**src/rtl/coeff_register_array_if.sv**
```systemverilog
// Coefficient bank access bus: shared address, write data/strobe, combinational read data.
// write_en is a single-cycle strobe with no ready: a write is taken on every rising edge it is high.
interface coeff_register_array_if #(
   parameter int COEFF_W = 8,
   parameter int ADDR_W  = 7
);
   logic [ADDR_W-1:0]  addr;
   logic [COEFF_W-1:0] coeff_in;
   logic               write_en;
   logic [COEFF_W-1:0] coeff_out;

   modport master (
      output addr,
      output coeff_in,
      output write_en,
      input  coeff_out
   );

   modport slave (
      input  addr,
      input  coeff_in,
      input  write_en,
      output coeff_out
   );
endinterface

```
**src/rtl/coeff_register_array.sv**
```systemverilog
// Flop-based FIR coefficient bank: one write per clock, combinational read by address.
// Addresses at or beyond NUM_COEFFS match no entry, so such writes are dropped and reads return 0.
module coeff_register_array #(
   parameter int NUM_COEFFS = 71,
   parameter int COEFF_W    = 8,
   parameter int ADDR_W     = 7
) (
   input  logic                 clk,
   input  logic                 rst_n,
   coeff_register_array_if.slave bus
);

   logic [COEFF_W-1:0] coeff_q [NUM_COEFFS];
   logic [COEFF_W-1:0] coeff_d [NUM_COEFFS];
   logic [COEFF_W-1:0] rd_data;

   always_comb begin
      for (int i = 0; i < NUM_COEFFS; i++) begin
         coeff_d[i] = coeff_q[i];
         if (bus.write_en && (bus.addr == ADDR_W'(i))) begin
            coeff_d[i] = bus.coeff_in;
         end
      end
   end

   // Decoded one-hot mux; no match (out-of-range address) leaves the default 0.
   always_comb begin
      rd_data = '0;
      for (int i = 0; i < NUM_COEFFS; i++) begin
         if (bus.addr == ADDR_W'(i)) begin
            rd_data = coeff_q[i];
         end
      end
   end

   assign bus.coeff_out = rd_data;

   always_ff @(posedge clk) begin
      if (!rst_n) begin
         for (int i = 0; i < NUM_COEFFS; i++) begin
            coeff_q[i] <= '0;
         end
      end else begin
         coeff_q <= coeff_d;
      end
   end

endmodule

```
**src/flat_wrapper.sv**
```systemverilog
// flat-port wrapper written by rule: the top's interface ports become plain ports
module coeff_register_array_flat 
#(
   parameter int NUM_COEFFS = 71,
   parameter int COEFF_W    = 8,
   parameter int ADDR_W     = 7
)
  (clk, rst_n, bus_addr, bus_coeff_in, bus_write_en, bus_coeff_out);
  coeff_register_array_if #(.COEFF_W(COEFF_W), .ADDR_W(ADDR_W)) bus_i ();
  input  logic clk;
  input  logic rst_n;
  input wire logic [$bits(bus_i.addr)-1:0] bus_addr;
  input wire logic [$bits(bus_i.coeff_in)-1:0] bus_coeff_in;
  input wire logic [$bits(bus_i.write_en)-1:0] bus_write_en;
  output wire logic [$bits(bus_i.coeff_out)-1:0] bus_coeff_out;
  assign bus_i.addr = bus_addr;
  assign bus_i.coeff_in = bus_coeff_in;
  assign bus_i.write_en = bus_write_en;
  assign bus_coeff_out = bus_i.coeff_out;
  coeff_register_array #(.NUM_COEFFS(NUM_COEFFS), .COEFF_W(COEFF_W), .ADDR_W(ADDR_W)) u_core (.clk(clk), .rst_n(rst_n), .bus(bus_i));
endmodule
```
**config.mk**
```make
export PLATFORM = sky130hd
export DESIGN_NAME = coeff_register_array_flat
export DESIGN_NICKNAME = d
export VERILOG_FILES = /design/src/rtl/coeff_register_array_if.sv /design/src/rtl/coeff_register_array.sv /design/src/flat_wrapper.sv
export SDC_FILE = /design/constraint.sdc
export NUM_CORES = 1
export LEC_CHECK = 0
export ABC_CLOCK_PERIOD_IN_PS = 2600
export CORE_MARGIN = 1.5
export CORE_UTILIZATION = 45
export DETAILED_ROUTE_END_ITERATION = 12
export PLACE_DENSITY = 0.67
export RECOVER_POWER = 100
export SLEW_MARGIN = 20
export SYNTH_ARGS = -nofsm -noshare
export SYNTH_HDL_FRONTEND = slang
export SYNTH_SLANG_ARGS = --single-unit
```
**constraint.sdc**
```tcl
create_clock -name clk -period 2.6 [get_ports clk]
set_clock_uncertainty 0.15 [all_clocks]
set_input_delay 0.39 -clock clk [delete_from_list [all_inputs] [get_ports clk]]
set_output_delay 0.39 -clock clk [all_outputs]
set_load 0.03 [all_outputs]
```
=== Word level (Yosys, flattened, before mapping) ===
Cells that the tools add are included.

* Output and inout bits: 8
* Logic and storage cells: 284
* Register bits: 568
* Input bits: 18

* Eq/ne operators: 70
* Reductions and logical operators: 72
* Muxes and demuxes: 71

{| class="wikitable"
|+ Operators by type and width
! kind !! number
|-
| two-way mux 8 bit || 71
|-
| == test 7 x 6 -> 1 bit, second input constant || 32
|-
| == test 7 x 5 -> 1 bit, second input constant || 16
|-
| logical AND 1 bit || 71
|-
| == test 7 x 4 -> 1 bit, second input constant || 8
|-
| == test 7 bit, second input constant || 7
|-
| == test 7 x 3 -> 1 bit, second input constant || 4
|-
| == test 7 x 2 -> 1 bit, second input constant || 2
|-
| == test 7 x 1 -> 1 bit, second input constant || 1
|-
| zero test 7 bit || 1
|}

=== Logic depth before layout (Yosys ltp) ===
* Depth after elaboration: 72
* Depth in mapped cells: 13
* Gate-level depth less buffers: 8

=== Worst setup path after synthesis ===
OpenSTA, ideal clock, no wires.

* Path kind: input-to-output
* From: in bus_addr[1]
* To: out bus_coeff_out[3]
* Required time: 2.060 ns
* Slack: -0.669 ns
* Data arrival time: 2.729 ns
* Cell stages on the path: 10
* Buffers on the path: 3
* Cell sequence: buf_4 -> buf_6 -> buf_6 -> nor4b_4 -> a21oi_1 -> a31oi_1 -> o21ai_1 -> a221oi_1 -> o22ai_1 -> a211oi_1

* Longest elaborated chain between the ends: 72
* Elaborated cells on any way between the ends: 142
* Those cells by class: eq/ne (70); mux (71); reduce/logical (1)

{| class="wikitable"
|+ Ends and longest elaborated chain
! what !! RTL line !! RTL
|-
| start: declaration || flat_wrapper.sv:12 || <nowiki>input wire logic [$bits(bus_i.addr)-1:0] bus_addr;</nowiki>
|-
| zero test 7 bit || coeff_register_array.sv:30 || <nowiki>if (bus.addr == ADDR_W'(i)) begin</nowiki>
|-
| two-way mux 8 bit (70 in a row) || coeff_register_array.sv:30 ||
|-
| two-way mux 8 bit * || coeff_register_array.sv:30 ||
|-
| end: declaration || flat_wrapper.sv:15 || <nowiki>output wire logic [$bits(bus_i.coeff_out)-1:0] bus_coeff_out;</nowiki>
|}

Mark *: on every way between the ends. The rest lies on a longest branch, timed or not.

=== Final worst setup path ===
* From: in bus_addr[1]
* To: out bus_coeff_out[2]

Same word-level chain as after synthesis.

==> metrics.txt <==
outcome finished, violations left; failing checks setup timing; CTS tree yes; met2 Use GR 55.2%; max_cap viols 0; Biggest register u_core.coeff_q; Setup Crit Path Kind input port to primary output; Leak ~13 nW; Seq cells post-synth 568; CP arrival around 3.0 ns; Port Buffers 25; ant diodes 0; vias in the first global route 28200; WL/cell ~26 um; Slew Limit Fails 0; M1 GR Usage 55.8%; global-route wire length before repair roughly 190000 um; all-layer global routing usage approximately two fifths; met3 Use GR 8.31%; CTS root buffer clkbuf_16; Initial Util 45.4%; Setup WS post-layout -0.917 ns; chip height ~260 um; Sink Count 568; Fmax between 0.2 and 0.3 GHz; CTS max path bufs 3; DIE WIDTH around 260 um; CP Max Fanout 17; CTS H-tree lvls 2; period utilisation layout 135%; Slew @ Worst Pin 1.04 ns; DR DRC count 0; worst rel slew slack around 31%; DRT iter0 DRCs ~4600; core region area roughly 63000 um^2; area added between synthesis and finish 31.1%; Vias/cell around 6.2; RSZ-0062 raised after global routing true; Antenna Violating Nets Remaining 0; post-synth net total between 3000 and 4000; Worst EP required around 2.1 ns; Final Hold Viols 0; Clk Latency, worst-skew pair between 0.6 and 0.7 ns; Post-DP HPWL 91200 um; Pwr per Cell Area between 500 and 600 nW/um^2; initial antenna violation count 2; max reg flops ~570; count of nets after finishing about 4200; kind of end point of the critical path primary output; Seq/Total Area, Yosys between 30% and 40%; Post-Syn Area ~29000 um^2; biggest regs u_core.coeff_q (568); Hold WC Path Type input port to flip-flop; RD Place Congestion between 1 and 1.5; layout cells sized above 1 ~23%; WL final 128000 um; Top Usage Layer GRT met1; Peak VDD IR 0.571 mV; Synth async-reset ratio 0%; Yosys cell types 93; clock transition at the registers of the reported paths about 0.06 ns; full die area 65000 um^2; First-pass DRT Iterations 6; YS warnings 0; routed vias slightly above 30000; largest net degree at the start of global routing ~120; crit path launch type input port; CTS buffer count 61; Power, Total just over 20 mW; I/O pins 26; final setup violation count 11; EDFF count, synth 0; FP Rows 92; average size of a mapped cell slightly below 8 um^2; fin crit period 3.52 ns; worst hold slack 0.0223 ns; synthesized instance count 3713; ys flop type dfxtp_1; global route total overflow 0
==> worst max-delay path, stage by stage <==
cell and delay (ns):
buf_12 0.15, buf_12 0.17, buf_12 0.16, nand4bb_1 0.10, buf_4 0.17, clkbuf_1 0.18
buf_4 0.23, nor2_1 0.06, buf_4 0.20, nor2_1 0.10, o221ai_1 0.16, a21oi_2 0.25
o21ai_1 0.11, o21ai_2 0.22, a21o_2 0.17, buf_12 0.12
==> synth_stat cells, types with 22 or more instances <==
master | instances | area, um^2
nand2_1 | 1076 | 4040
dfxtp_1 | 568 | 11400
a21boi_0 | 546 | 4100
nand3_1 | 207 | 1040
clkbuf_1 | 200 | 751
nor2_1 | 164 | 616
o21ai_0 | 138 | 691
a21oi_1 | 115 | 576
buf_2 | 64 | 320
o22ai_1 | 54 | 338
mux2i_1 | 53 | 531
nor2b_1 | 37 | 231
a22oi_1 | 33 | 248
a211oi_1 | 32 | 240
a31oi_1 | 29 | 181
mux2_2 | 25 | 282
a221oi_1 | 23 | 201
nor3_1 | 22 | 110
==> power by group <==
part           internal (mW)  leakage, nW  switching (mW)
registers               8.72         4.58          0.0159
logic                  0.963         7.71            1.47
clock network           5.42         1.03            3.85
==> through the flow <==
step	instances	area [um^2]	utilization (%)	setup WS [ns]	TNS [ns]
final	5030	37500	59.5	-0.917	-6.79
after global routing	5030	37500	59.5	-0.883	-13.07
after CTS	5000	36900	58.6	-0.850	-6.23
after detailed placement	4872	33800	53.7	-1.38	-100.36
after global placement	4872	33800	53.7	-1.48	-95.15
after floorplan	3713	28800	-	-0.315	-1.45
==> per-layer routing <==
layer  wire (um)  vias up
met2       53100     1965
li1            -    13800
met3       15900      333
met5           0        -
met1       54100    14900
met4        5360        0
==> placed cells by master (no fill, tap or decap), types with 11 or more instances in the layout <==
cell type,instances
nand2b_1,12
mux2_2,24
buf_12,59
clkbuf_16,62
clkbuf_1,57
a22oi_1,29
a221oi_2,11
nor3_1,18
dfxtp_2,18
clkinv_2,14
dfxtp_1,550
o21ai_1,24
o22ai_1,46
o211ai_1,15
nand3_1,203
buf_6,39
o221ai_1,12
mux2i_1,52
a211oi_1,26
buf_4,499
nand2_1,1066
a21oi_1,93
a21boi_0,546
a31oi_1,22
a21oi_2,17
nor2_1,157
nor2b_1,33
o21ai_0,108
buf_8,15
==> final timing paths <==
check	endpoint	startpoint	depth (start not counted)	slack, ns
min reg2reg	u_core.coeff_q[558]	u_core.coeff_q[558]	2	0.31
min	u_core.coeff_q[104]	bus_coeff_in[0]	3	0.02
max reg2reg	u_core.coeff_q[352]	u_core.coeff_q[352]	3	1.51
max	bus_coeff_out[2]	bus_addr[1]	16	-0.92
==> what timing repair did <==
item,CTS,global route
resized for setup,212,141
pin swaps,68,59
setup buffers,18,31
setup endpoints to repair,8,8
cloned,2,1
hold endpoints to repair,14,0
hold buffers,2,0
==> cell families (layout without fill, tap and decap cells) <==
logic type | Yosys count | in the layout | share of synthesized area (%)
flip-flops | 568 | 568 | 39.8
multiplexers | 81 | 81 | 3.08
buffers and inverters | 319 | 790 | 4.97
AND/OR/NAND/NOR | 1624 | 1624 | 24.6
AO/OA/AOI/OAI | 1121 | 1121 | 27.6
==> area by class of cell <==
class	instances	area [um^2]
Clock buffer	82	1680
Inverter	7	37.5
Sequential cell	568	11400
Fill cell	5715	25500
Multi-Input combinational cell	2826	16900
Tap cell	846	1060
Timing Repair Buffer	670	5940
Clock inverter	31	419
Power figures use the tool's default switching activity.
